### config.mk
export PLATFORM = sky130hd
export DESIGN_NAME = instr_fetch_ctrl_flat
export DESIGN_NICKNAME = d
export VERILOG_FILES = /design/src/rtl/fetch_pkg.sv /design/src/rtl/instr_fetch_ctrl_if.sv /design/src/rtl/fetch_fifo.sv /design/src/rtl/instr_fetch_ctrl.sv /design/src/flat_wrapper.sv
export SDC_FILE = /design/constraint.sdc
export NUM_CORES = 1
export LEC_CHECK = 0
export BUFFER_PORTS_ARGS = -buffer_cell sky130_fd_sc_hd__buf_2
export CELL_PAD_IN_SITES_DETAIL_PLACEMENT = 0
export CELL_PAD_IN_SITES_GLOBAL_PLACEMENT = 1
export CORE_AREA = 2 2 176 178
export DETAILED_ROUTE_END_ITERATION = 8
export DIE_AREA = 0 0 178 180
export HOLD_SLACK_MARGIN = 0.12
export PLACE_DENSITY_LB_ADDON = 0.1
export SKIP_CTS_REPAIR_TIMING = 1
export SLEW_MARGIN = 25
export SYNTH_ARGS = -nofsm -noshare
export SYNTH_HDL_FRONTEND = slang
export SYNTH_SLANG_ARGS = --single-unit
export TNS_END_PERCENT = 30
### constraint.sdc
create_clock -name clk -period 14.65 [get_ports clk]
set_clock_uncertainty 0.15 [all_clocks]
set_input_delay 0.7325 -clock clk [delete_from_list [all_inputs] [get_ports clk]]
set_output_delay 0.7325 -clock clk [all_outputs]
set_load 0.1 [all_outputs]
### src/rtl/fetch_pkg.sv
// Shared types and constants for the instruction fetch controller:
// fetch state encoding, instruction/PC widths and the buffered fetch entry.
package fetch_pkg;

  localparam int INSTR_W = 32;
  localparam int PC_STEP = 4;
  localparam int PC_W    = 64;

  typedef enum logic [1:0] {
    FS_RUN    = 2'd0,
    FS_HALTED = 2'd1,
    FS_FAULT  = 2'd2
  } fetch_state_e;

  typedef struct packed {
    logic [PC_W-1:0]    pc;
    logic [INSTR_W-1:0] instr;
  } fetch_entry_t;

  function automatic fetch_entry_t make_entry(input logic [PC_W-1:0] pc,
                                              input logic [INSTR_W-1:0] instr);
    fetch_entry_t e;
    e.pc    = pc;
    e.instr = instr;
    return e;
  endfunction

endpackage

### src/rtl/instr_fetch_ctrl_if.sv
// Fetch-to-decode valid/ready channel carrying the head instruction and its PC.
interface instr_fetch_ctrl_if #(
  parameter int XLEN = 64
);
  import fetch_pkg::*;

  logic               out_valid;
  logic               out_ready;
  logic [INSTR_W-1:0] out_instr;
  logic [XLEN-1:0]    out_pc;

  modport master (output out_valid, output out_instr, output out_pc, input out_ready);
  modport slave  (input out_valid, input out_instr, input out_pc, output out_ready);

endinterface

### src/rtl/fetch_fifo.sv
// Small power-of-two FIFO of {pc, instr} fetch entries with synchronous flush.
// Head outputs read as zero while empty.
module fetch_fifo
  import fetch_pkg::*;
#(
  parameter int DEPTH = 2,
  localparam int CNT_W = $clog2(DEPTH + 1)
) (
  input  logic             clk,
  input  logic             reset,
  input  logic             flush,
  input  logic             push,
  input  logic             pop,
  input  fetch_entry_t     push_entry,
  output logic [CNT_W-1:0] count,
  output logic             head_vld,
  output fetch_entry_t     head_entry
);

  localparam int PTR_W = $clog2(DEPTH);

  fetch_entry_t     mem [DEPTH];
  logic [PTR_W-1:0] wr_ptr;
  logic [PTR_W-1:0] rd_ptr;

  always_ff @(posedge clk or posedge reset) begin
    if (reset) begin
      wr_ptr <= '0;
      rd_ptr <= '0;
      count  <= '0;
    end else if (flush) begin
      wr_ptr <= '0;
      rd_ptr <= '0;
      count  <= '0;
    end else begin
      if (push) wr_ptr <= wr_ptr + PTR_W'(1);
      if (pop)  rd_ptr <= rd_ptr + PTR_W'(1);
      unique case ({push, pop})
        2'b10:   count <= count + CNT_W'(1);
        2'b01:   count <= count - CNT_W'(1);
        default: count <= count;
      endcase
    end
  end

  always_ff @(posedge clk) begin
    if (push && !flush) mem[wr_ptr] <= push_entry;
  end

  assign head_vld   = (count != '0);
  assign head_entry = head_vld ? mem[rd_ptr] : '0;

endmodule

### src/rtl/instr_fetch_ctrl.sv
// Fetch controller: owns the PC, issues one word address per cycle to a synchronous
// instruction memory, buffers responses and hands them to decode. Macro: FETCH_ALIGN_CHECK_EN.
module instr_fetch_ctrl
  import fetch_pkg::*;
#(
  parameter int              XLEN      = 64,
  parameter logic [XLEN-1:0] RESET_PC  = '0,
  parameter int              BUF_DEPTH = 2
) (
  input  logic               clk,
  input  logic               reset,
  output logic [XLEN-1:0]    imem_addr,
  input  logic [INSTR_W-1:0] imem_rdata,
  instr_fetch_ctrl_if.master dec,
  input  logic               redirect_valid,
  input  logic [XLEN-1:0]    redirect_pc,
  input  logic               halt,
  output logic               fetch_fault
);

  localparam int CNT_W = $clog2(BUF_DEPTH + 1);

  fetch_state_e     state;
  fetch_state_e     state_next;
  logic [XLEN-1:0]  fetch_pc_p0;
  logic             inflight_vld_p1;
  logic [XLEN-1:0]  inflight_pc_p1;
  logic [CNT_W-1:0] count;
  logic             head_vld;
  fetch_entry_t     head_entry;
  logic             pop;
  logic             push;
  logic             issue;
  logic [CNT_W:0]   credit_used;
  logic [XLEN-1:0]  target_pc;

`ifdef FETCH_ALIGN_CHECK_EN
  assign target_pc = redirect_pc;
`else
  assign target_pc = redirect_pc & ~XLEN'(2'b11);
`endif

  // A redirect kills both the same-cycle pop and the in-flight response.
  assign pop         = head_vld & dec.out_ready & ~redirect_valid;
  assign push        = inflight_vld_p1 & ~redirect_valid;
  assign credit_used = {1'b0, count} + (CNT_W+1)'(inflight_vld_p1) - (CNT_W+1)'(pop);

  always_comb begin
    state_next = state;
    issue      = 1'b0;
    unique case (state)
      FS_RUN:    if (halt)  state_next = FS_HALTED;
      FS_HALTED: if (!halt) state_next = FS_RUN;
      default:   state_next = state;
    endcase
`ifdef FETCH_ALIGN_CHECK_EN
    if (redirect_valid && (|redirect_pc[1:0])) state_next = FS_FAULT;
`endif
    if (state == FS_RUN && !redirect_valid && credit_used < (CNT_W+1)'(BUF_DEPTH))
      issue = 1'b1;
  end

  always_ff @(posedge clk or posedge reset) begin
    if (reset) state <= FS_RUN;
    else       state <= state_next;
  end

  // Stage p0: address issue
  always_ff @(posedge clk or posedge reset) begin
    if (reset) begin
      fetch_pc_p0     <= RESET_PC;
      inflight_vld_p1 <= 1'b0;
    end else begin
      if (redirect_valid)
        fetch_pc_p0 <= target_pc;
      else if (issue)
        fetch_pc_p0 <= fetch_pc_p0 + XLEN'(PC_STEP);
      inflight_vld_p1 <= issue;
    end
  end

  // Stage p1: memory response, captured into the FIFO with its PC
  always_ff @(posedge clk) begin
    if (issue) inflight_pc_p1 <= fetch_pc_p0;
  end

  fetch_fifo #(
    .DEPTH(BUF_DEPTH)
  ) u_fifo (
    .clk        (clk),
    .reset      (reset),
    .flush      (redirect_valid),
    .push       (push),
    .pop        (pop),
    .push_entry (make_entry(PC_W'(inflight_pc_p1), imem_rdata)),
    .count      (count),
    .head_vld   (head_vld),
    .head_entry (head_entry)
  );

  assign imem_addr     = fetch_pc_p0;
  assign dec.out_valid = head_vld;
  assign dec.out_instr = head_entry.instr;
  assign dec.out_pc    = head_entry.pc[XLEN-1:0];

`ifdef FETCH_ALIGN_CHECK_EN
  assign fetch_fault = (state == FS_FAULT);
`else
  assign fetch_fault = 1'b0;
`endif

endmodule

### src/flat_wrapper.sv
// flat-port wrapper written by rule: the top's interface ports become plain ports
module instr_fetch_ctrl_flat import fetch_pkg::*;
#(
  parameter int              XLEN      = 64,
  parameter logic [XLEN-1:0] RESET_PC  = '0,
  parameter int              BUF_DEPTH = 2
)
  (clk, reset, imem_addr, imem_rdata, redirect_valid, redirect_pc, halt, fetch_fault, dec_out_valid, dec_out_instr, dec_out_pc, dec_out_ready);
  instr_fetch_ctrl_if #(.XLEN(XLEN)) dec_i ();
  input  logic clk;
  input  logic reset;
  output logic [XLEN-1:0] imem_addr;
  input  logic [INSTR_W-1:0] imem_rdata;
  input  logic redirect_valid;
  input  logic [XLEN-1:0] redirect_pc;
  input  logic halt;
  output logic fetch_fault;
  output wire logic [$bits(dec_i.out_valid)-1:0] dec_out_valid;
  output wire logic [$bits(dec_i.out_instr)-1:0] dec_out_instr;
  output wire logic [$bits(dec_i.out_pc)-1:0] dec_out_pc;
  input wire logic [$bits(dec_i.out_ready)-1:0] dec_out_ready;
  assign dec_out_valid = dec_i.out_valid;
  assign dec_out_instr = dec_i.out_instr;
  assign dec_out_pc = dec_i.out_pc;
  assign dec_i.out_ready = dec_out_ready;
  instr_fetch_ctrl #(.XLEN(XLEN), .RESET_PC(RESET_PC), .BUF_DEPTH(BUF_DEPTH)) u_core (.clk(clk), .reset(reset), .imem_addr(imem_addr), .imem_rdata(imem_rdata), .dec(dec_i), .redirect_valid(redirect_valid), .redirect_pc(redirect_pc), .halt(halt), .fetch_fault(fetch_fault));
endmodule
**Word-level counts from Yosys, hierarchy flattened**

Memories as Yosys holds them, arrays and structs flattened.
Index checks and enable logic that the tools add are counted.

- Memory bits (writable): 192
- Word-level logic and storage cells: 52
- Flip-flop bits (word level): 135
- Output and inout bits: 162
- Memories kept: 1
- Input port bits: 101

- Mux-type cells: 15
- $add $sub $neg: 7
- Bitwise logic cells: 4
- Eq/ne operators: 5
- Magnitude comparators: 1
- Reduce and logical (&&, ||, !) cells: 12

Memories:

| memory | depth | bits a word | read ports | clocked after Yosys merged registers in | wr ports | line | source |
|---|---|---|---|---|---|---|---|
| u_core.u_fifo.mem | 2 | 96 | 1 | 0 | 1 | fetch_fifo.sv:22 | `fetch_entry_t mem [DEPTH];` |

Operators by type and width:

| cell | number |
|---|---|
| two-way mux 64 bit | 2 |
| two-way mux 96 bit | 1 |
| adder 64 x 3 -> 64 bit, second input constant | 1 |
| nonzero test 2 bit | 5 |
| one-hot mux 2 bit (2 select lines) | 2 |
| two-way mux 1 bit | 7 |
| two-way mux 2 bit | 3 |
| == test 2 x 1 -> 1 bit, second input constant | 2 |
| inequality test 2 bit, second input constant | 2 |
| adder 2 x 1 -> 3 bit | 1 |
| AND 1 bit | 3 |
| logical AND 1 bit | 3 |
| less-than comparator 3 x 2 -> 1 bit, second input constant | 1 |
| AND reduction 3 bit | 1 |
| nonzero test 3 bit | 1 |
| subtractor 3 x 1 -> 3 bit | 1 |
| adder 1 bit, second input constant | 2 |
| adder 2 x 1 -> 2 bit, second input constant | 1 |
| == test 2 bit, second input constant | 1 |
| logical NOT 2 bit | 1 |
| subtractor 2 x 1 -> 2 bit, second input constant | 1 |
| logical NOT 1 bit | 1 |
| NOT 1 bit | 1 |

**Longest topological paths before layout**

Gate-level depths: netlist (run 1).

- Depth in word-level cells: 9
- Depth in mapped cells: 14
- Depth with buffers taken out: 13

**Modules after synthesis**

Synthesis (run 1) repeated with hierarchy kept, for this count alone.

- Cell total of the unflattened synthesis: 981
- Area total of the unflattened synthesis: 13486.7 µm²

Modules (own cells, without submodules):

| module | area an instance (µm²) | sequential area each (µm²) | cells an instance | times used |
|---|---|---|---|---|
| fetch_fifo | 7464.7 | 5865.6 | 427 | 1 |
| instr_fetch_ctrl | 6022.0 | 3463.3 | 554 | 1 |

**Worst setup path before layout (run 1)**

Ideal clock, no wire load.

- Path kind: input port to flip-flop
- From: input port redirect_valid
- To: memory u_core.u_fifo.mem[0][0] (netlist bit), enable pin
- Buffers on the path: 3
- Cell stages on the path: 4
- Data required time: 13837 ps
- Slack: 6077 ps
- Arrival time: 7761 ps
- Library setup time: 663 ps
- Cell sequence: clkbuf_1 -> buf_1 -> buf_1 -> nor3_1

- Cells in the longest elaborated chain, start to end: 5
- Elaborated cells on any way between the ends: 6
- Classes of those cells: mux: 2; bitwise: 2; reduce/logical: 2

RTL lines:

| element | line | source |
|---|---|---|
| start, declared | flat_wrapper.sv:14 | `input logic redirect_valid;` |
| NOT 1 bit | instr_fetch_ctrl.sv:45 | `assign push = inflight_vld_p1 & ~redirect_valid;` |
| AND 1 bit | instr_fetch_ctrl.sv:45 |  |
| logical AND 1 bit (*) | fetch_fifo.sv:47 | `if (push && !flush) mem[wr_ptr] <= push_entry;` |
| two-way mux 1 bit (*) | fetch_fifo.sv:47 |  |
| two-way mux 1 bit (implied by the code) (*) | fetch_fifo.sv:47 |  |
| end, declared | fetch_fifo.sv:22 |  |

Mark *: on every way between the ends. The rest lies on a longest branch, timed or not.

**Worst setup path in the final report (run 1)**

- From: register u_core.u_fifo.count[1]
- To: register u_core.fetch_pc_p0[42], in the netlist u_core.imem_addr[42]

- Cells in the longest elaborated chain, start to end: 8
- Elaborated cells on any way between the ends: 9
- Classes of those cells: add/sub: 2; order compare: 1; mux: 1; bitwise: 2; reduce/logical: 3

RTL lines:

| element | line | source |
|---|---|---|
| start, declared | fetch_fifo.sv:15 | `output logic [CNT_W-1:0] count,` |
| start signal, assigned | fetch_fifo.sv:39 | `2'b10: count <= count + CNT_W'(1);` |
| start signal, assigned | fetch_fifo.sv:40 | `2'b01: count <= count - CNT_W'(1);` |
| start signal, assigned | fetch_fifo.sv:41 | `default: count <= count;` |
| nonzero test 2 bit | fetch_fifo.sv:50 | `assign head_vld = (count != '0);` |
| AND 1 bit (2 in a row) | instr_fetch_ctrl.sv:44 | `assign pop = head_vld & dec.out_ready & ~redirect_valid;` |
| subtractor 3 x 1 -> 3 bit (*) | instr_fetch_ctrl.sv:46 | `assign credit_used = {1'b0, count} + (CNT_W+1)'(inflight_vld_p1) - (CNT_W+1)'(pop);` |
| less-than comparator 3 x 2 -> 1 bit (*) | instr_fetch_ctrl.sv:59 | `if (state == FS_RUN && !redirect_valid && credit_used < (CNT_W+1)'(BUF_DEPTH))` |
| logical AND 1 bit (*) | instr_fetch_ctrl.sv:59 |  |
| two-way mux 1 bit (*) | instr_fetch_ctrl.sv:59 |  |
| nonzero test 2 bit (no source line) (*) | n/a |  |
| end signal, assigned | instr_fetch_ctrl.sv:75 | `fetch_pc_p0 <= target_pc;` |
| end signal, assigned | instr_fetch_ctrl.sv:77 | `fetch_pc_p0 <= fetch_pc_p0 + XLEN'(PC_STEP);` |
| end, declared | instr_fetch_ctrl.sv:25 | `logic [XLEN-1:0] fetch_pc_p0;` |

Marked as above.
A chain may end at the register's enable or synchronous reset.

==> results of run 1 <==
-- cells in the final DEF (no fill, tap or decap), types with 4 or more instances in the layout --
master,n
conb_1,5
buf_2,255
o211ai_1,31
a221o_1,11
edfxtp_1,250
nand2_1,70
buf_4,10
o311ai_0,12
nand4_1,44
clkbuf_1,13
nand2b_1,6
and2_1,4
and3_1,15
nor3_1,13
nor4_1,19
a22oi_1,9
inv_1,10
clkinv_2,5
or3_1,6
dfrtp_1,67
clkbuf_16,36
o21ai_0,22
a21oi_1,12
or4_1,15
mux2i_1,101
nand3_1,44
nor2_1,116
-- cell type report --
type	instances	area (um^2)	share of cell area (%)
Timing Repair Buffer	267	1374	8.498
Antenna cell	3	7.507	0.04644
Tap cell	396	495.5	3.065
Sequential cell	318	9213	56.99
Clock inverter	13	133.9	0.8282
Clock buffer	50	963.4	5.960
Multi-Input combinational cell	609	3931	24.32
Inverter	12	47.55	0.2941
-- kinds of logic (layout without fill, tap and decap cells) --
kind of cell,after synthesis,in the layout,share of synthesized area (%)
adder cells (fa/ha/maj),3,3,0.3365
flip-flops,318,318,68.80
buffers and inverters,69,342,2.103
AO/OA/AOI/OAI,117,117,6.385
AND/OR/NAND/NOR,378,378,14.44
other,1,8,0.02802
XOR/XNOR,4,4,0.2618
multiplexers,102,102,7.638
-- state kept, by name, indices dropped and copies added (netlist names) --
name,count
u_core.u_fifo.mem,188
u_core.imem_addr,62
u_core.inflight_pc_p1,62
u_core.u_fifo.count,2
u_core.inflight_vld_p1,1
u_core.state,1
u_core.u_fifo.rd_ptr,1
u_core.u_fifo.wr_ptr,1
-- per-layer routing --
layer  GRT usage [%]  vias to the layer above  share of wire, %
li1                -                     4320                 -
met1           30.60                     4560                44
met2           33.67                      318                47
met3           4.442                       50               7.4
met4           5.639                        2               1.8
met5               0                        -             0.026
-- worst max-delay path by stage --
stage                                      start                      end  slack [ns]  depth (start not counted)
after global routing      u_core.u_fifo.count[1]     u_core.imem_addr[42]        8.54                         16
after CTS                 u_core.u_fifo.count[1]     u_core.imem_addr[42]        9.04                         16
after detailed placement  u_core.u_fifo.count[1]     u_core.imem_addr[42]        9.06                         16
after floorplan                   redirect_valid  u_core.u_fifo.mem[0][0]        6.08                          4
after global placement    u_core.u_fifo.count[1]     u_core.imem_addr[42]        8.79                         16
final                     u_core.u_fifo.count[1]     u_core.imem_addr[42]        9.10                         16
-- stage by stage --
stage,util (%),setup WS [ns],cells,total power [mW]
after global placement,49.86,8.795,1602,1.543
final,53.55,9.096,1668,2.368
after CTS,53.51,9.042,1665,2.393
after global routing,53.55,8.537,1668,2.456
after floorplan,-,6.077,996,1.444
after detailed placement,49.88,9.057,1602,1.548
-- power by group --
group	internal, mW	switching (mW)
registers	1.03	0.0658
clock network	0.496	0.346
logic	0.0750	0.354
total	1.60	0.765
==> results.md, run 1 <==
- Worst hold path class: in -> reg
- WL/cell: 20.72 um
- Flop-to-flop setup slack: 9.10 ns
- Ports: 263
- Port bufs: 255
- Clock period minus final worst setup slack: 5.554 ns
- # nets final: 1347
- Register area share after synthesis: 68.80%
- Antenna violations before repair: 4
- Ys flop type: edfxtp_1
- Max IR drop VDD: 73.88 uV
- Worst Hold Slack: 0.1925 ns
- Synth warn: 0
- Arrival time at the worst endpoint: 5.86 ns
- Max Root-Sink Buffers: 3
- First-pass GRT wire length: 52860 um
- Layout area overhead: 20.78%
- Fin. Hold Viols: 0
- Vias: 9250
- Placement Cell Area: 15060 um^2
- Critical path class: reg -> reg
- Largest net degree at the start of global routing: 96
- Worst Path Buf+Inv: 5
- Overflow after GRT: 0
- Num Clock Sinks: 318
- Relative slew margins: 35.84%
- CTS tree: done
- Worst setup EP type: flip-flop
- Clk slew on worst S/H paths: 0.06 ns
- Die area: 32040 um^2
- DRT iter0 DRCs: 737
- Ranking of synthesized cells by area: edfxtp_1, dfrtp_1, mux2i_1, nor2_1, nand4_1
- Yosys reg bits: 318
- Top cell type's share of synthesized area: 56.09%
- CTS Root Cell: clkbuf_16
- Number of synthesized flops with an enable pin: 250
- Synth cell count leaders: edfxtp_1, nor2_1, mux2i_1, nand2_1, dfrtp_1
- Biggest area consumer among synthesized cells: edfxtp_1
- Ys async rst share: 21.38%
- Cell count after synthesis: 992
- Setup violations, final: 0
- Total GRT Usage: 21.49%
- Reg-to-reg endpoint: u_core.imem_addr[42]
- Worst reg2reg path depth: 16
- Static leakage: 6.008 nW
- Syn avg cell area: 13.49 um^2
- DP HPWL: 22150 um
- Core box area: 30190 um^2
- Final Cell Area: 16170 um^2
- Post-synth cell types: 61
- Setup TNS: 0 ns
- RSZ-0062 raised after global routing: no
- CP Data Required Time: 14.95 ns
- Cell breakdown of the critical path: nor2_4 -> buf_6 -> inv_1 -> nand2_1 -> nor2_1 -> ha_1 -> nand2b_1 -> fa_1 -> nor2b_1 -> nand3_2 -> buf_4 -> inv_4 -> buf_4 -> nand4_1 -> nor2_1 -> mux2i_1
- CTS Buf Count: 35
- CP startpoint kind: flip-flop
- Via/cell ratio: 5.546
- Fin. max-slew vios: 0
- Leading cell type by number of instances after synthesis: edfxtp_1
- H-tree levels: 2
- Die height: 180 um
- Max-Cap Viols: 0
- Slowest stage cell, crit path: buf_4
- Period utilization: 37.91%
- Cell Rows: 64
- Residual DRC count: 0
- Drt total wl: 34550 um
- Initial core utilization: 44.33%
- Number of global-route vias before repair: 8863
- Synthesized area: 13380 um^2
- F_max: 180.1 MHz
- Worst skew pair latency: 0.52 ns
- PwrDens: 146.5 nW/um^2
- Layout cells sized above 1: 26.64%
- Pre-Repair DR Iteration Count: 5
- Outcome: completed
- Filler cells: 2635
- Worst path max stage delay: 0.77 ns
- Reg2reg start: u_core.u_fifo.count[1]
- Top delay family on crit path: buffers and inverters
- Hold Crit Endpoint: u_core.state[0]
- Hold Path Depth: 1
- Die Wd: 178 um
- Worst Hold Launch: halt
- Slew @ Worst Pin: 0.9624 ns
- Crit Path Max Fanout: 95
- Placer Congestion: 0.8145
- Antenna Nets Post-Route: 0
Note: power is estimated with default switching activity, not from simulation.
==> inputs of run 2 (changes only) <==
--- a/config.mk
+++ b/config.mk
@@ -8,9 +8,9 @@
 export BUFFER_PORTS_ARGS = -buffer_cell sky130_fd_sc_hd__buf_2
 export CELL_PAD_IN_SITES_DETAIL_PLACEMENT = 0
 export CELL_PAD_IN_SITES_GLOBAL_PLACEMENT = 1
-export CORE_AREA = 2 2 176 178
+export CORE_AREA = 2 2 186 188
 export DETAILED_ROUTE_END_ITERATION = 8
-export DIE_AREA = 0 0 178 180
+export DIE_AREA = 0 0 188 190
 export HOLD_SLACK_MARGIN = 0.12
 export PLACE_DENSITY_LB_ADDON = 0.1
 export SKIP_CTS_REPAIR_TIMING = 1
==> constraint.sdc (replaced) <==
create_clock -name clk -period 4.6 [get_ports clk]
set_clock_uncertainty 0.15 [all_clocks]
set_input_delay 0.23 -clock clk [delete_from_list [all_inputs] [get_ports clk]]
set_output_delay 0.23 -clock clk [all_outputs]
set_load 0.1 [all_outputs]
==> run 2 against run 1 <==
Compared with the run above: routed wire length increased by 5.8%; cell area increased by 7.0%; via count increased by 3.8%; power increased to 3.2 times the previous value.
==> results.md, run 2 (synthesis results as in run 1) <==
- Initial core utilization: 39.43%
- Arrival time at the worst endpoint: 3.91 ns
- Setup violations, final: 0
- Relative slew margins: 34.93%
- Antenna Nets Post-Route: 0
- DRT iter0 DRCs: 662
- PwrDens: 444.2 nW/um^2
- Final Util: 50.97%
- Worst reg2reg path depth: 14
- # nets final: 1451
- Die height: 190 um
- First-pass GRT wire length: 54030 um
- Leading cell type in the layout, fill and taps excluded: buf_2
- Crit Path Max Fanout: 36
- Antenna cells: 0
- Max IR drop VDD: 299.5 uV
- Commonest non-fill, non-tap cells in the layout: buf_2, edfxtp_1, nor2_1
- Max FFs per register: 188
- Fin. Hold Viols: 0
- Largest Register: u_core.u_fifo.mem
- Residual DRC count: 0
- Number of global-route vias before repair: 8879
- Max Root-Sink Buffers: 3
- Slowest stage cell, crit path: dfrtp_1
- Die area: 35720 um^2
- Largest net degree at the start of global routing: 64
- CP Data Required Time: 4.88 ns
- Drt total wl: 36560 um
- RSZ-0062 raised after global routing: no
- Cell repeated most along the worst path: nand3_1
- Reg2reg start: u_core.u_fifo.count[1]
- Overflow after GRT: 0
- CTS Root Cell: clkbuf_16
- Worst hold path class: in -> async
- Layout area overhead: 29.28%
- Cell breakdown of the critical path: nor2_4 -> inv_1 -> nand2_1 -> nor2_1 -> ha_1 -> nand2b_1 -> fa_1 -> nor2b_1 -> nand3_2 -> inv_4 -> buf_4 -> nand3_1 -> or3_1 -> nand3_1
- Num Clock Sinks: 318
- Outcome: completed
- Port bufs: 255
- CTS tree: done
- WL/cell: 20.00 um
- Critical path class: reg -> reg
- Cell Rows: 68
- Fin. max-slew vios: 0
- Period utilization: 78.82%
- Critical path startpoint: u_core.u_fifo.count[1]
- Clk slew on worst S/H paths: 0.06 ns
- DP HPWL: 23780 um
- Worst setup EP type: flip-flop
- H-tree levels: 2
- Total GRT Usage: 19.82%
- Pre-Repair DR Iteration Count: 5
- Die Wd: 188 um
- Vias: 9604
- Worst skew pair latency: 0.51 ns
- Layout cells sized above 1: 25.35%
- Core box area: 33950 um^2
- Slew @ Worst Pin: 0.9761 ns
- Filler cells: 3054
- Via/cell ratio: 5.254
- Setup TNS: 0 ns
- CP startpoint kind: flip-flop
- F_max: 275.8 MHz
- CTS Buf Count: 36
- Placer Congestion: 0.8026
- Antenna violations before repair: 0
- Max-Cap Viols: 0
- Worst path max stage delay: 0.49 ns
- Clock period minus final worst setup slack: 3.626 ns
- Static leakage: 6.474 nW
- Ports: 263
## run 2: cell count changes in the layout (fill, tap and decap cells not counted), moves of 2 or more
| cell | before | now |
|---|---|---|
| clkbuf_8 | 1 | 4 |
| buf_6 | 2 | 0 |
| dlygate4sd3_1 | 0 | 97 |
| clkinv_1 | 2 | 7 |
| buf_4 | 10 | 17 |
| diode_2 | 3 | 0 |
| clkbuf_1 | 13 | 5 |
## run 2: per-layer routing
metal / part of all wire (%) / up-vias / wire length (um) / global-route usage, %
met5: 0 / - / 0 / 0
met4: 1.8 / 0 / 652 / 5.694
met3: 5.4 / 41 / 1974 / 3.966
met2: 49 / 300 / 17780 / 32.70
met1: 44 / 4721 / 16160 / 26.66
li1: - / 4542 / - / -
## run 2: worst max-delay path, delay by kind of cell (launching register included)
kind / cells / cell delay, ns
fa+ha+maj: 2 / 0.73
simple gates: 9 / 1.35
flops: 1 / 0.49
buf+inv: 3 / 0.80
## run 2: final timing paths
| check | to | slack, ns |
|---|---|---|
| setup / recovery | u_core.imem_addr[57] | 0.97 |
| hold / removal | u_core.imem_addr[31] | 0.23 |
| setup reg to reg | u_core.imem_addr[57] | 0.97 |
| hold reg to reg | u_core.u_fifo.mem[0][37] | 0.29 |
| max in group asynchronous | u_core.imem_addr[62] | 3.03 |
| min in group clk | u_core.imem_addr[36] | 0.25 |
## run 2: per-stage QoR
step | std cells | hold slack [ns] | total power, mW | area, um^2 | setup slack [ns]
2_1_floorplan | 996 | 0.1776 | 4.593 | 13410 | 0.06874
4_1_cts | 1731 | -0.3420 | 7.702 | 16330 | 0.9528
3_3_place_gp | 1667 | 0.1905 | 4.930 | 15190 | 1.017
3_5_place_dp | 1667 | 0.1921 | 4.943 | 15190 | 0.9841
6_report | 1828 | 0.2263 | 7.685 | 17300 | 0.9744
5_1_grt | 1828 | 0.2579 | 7.957 | 17300 | 0.7474
## run 2: area by class of cell
class / count / area (um^2) / share of cell area, %
well taps: 455 / 569.3 / 3.290
clock inverters: 18 / 141.4 / 0.8171
flip-flops and latches: 318 / 9213 / 53.24
clock buffers: 46 / 999.7 / 5.778
repair buffers: 370 / 2395 / 13.84
inverters: 12 / 47.55 / 0.2748
multi-input cells: 609 / 3938 / 22.76
## run 2: power by group
group / total, mW / leakage [nW] / internal (mW) / switching, mW
Clock: 2.74 / 0.562 / 1.65 / 1.10
Combinational: 1.45 / 2.80 / 0.296 / 1.15
Sequential: 3.49 / 3.12 / 3.29 / 0.205
Total: 7.69 / 6.47 / 5.23 / 2.46
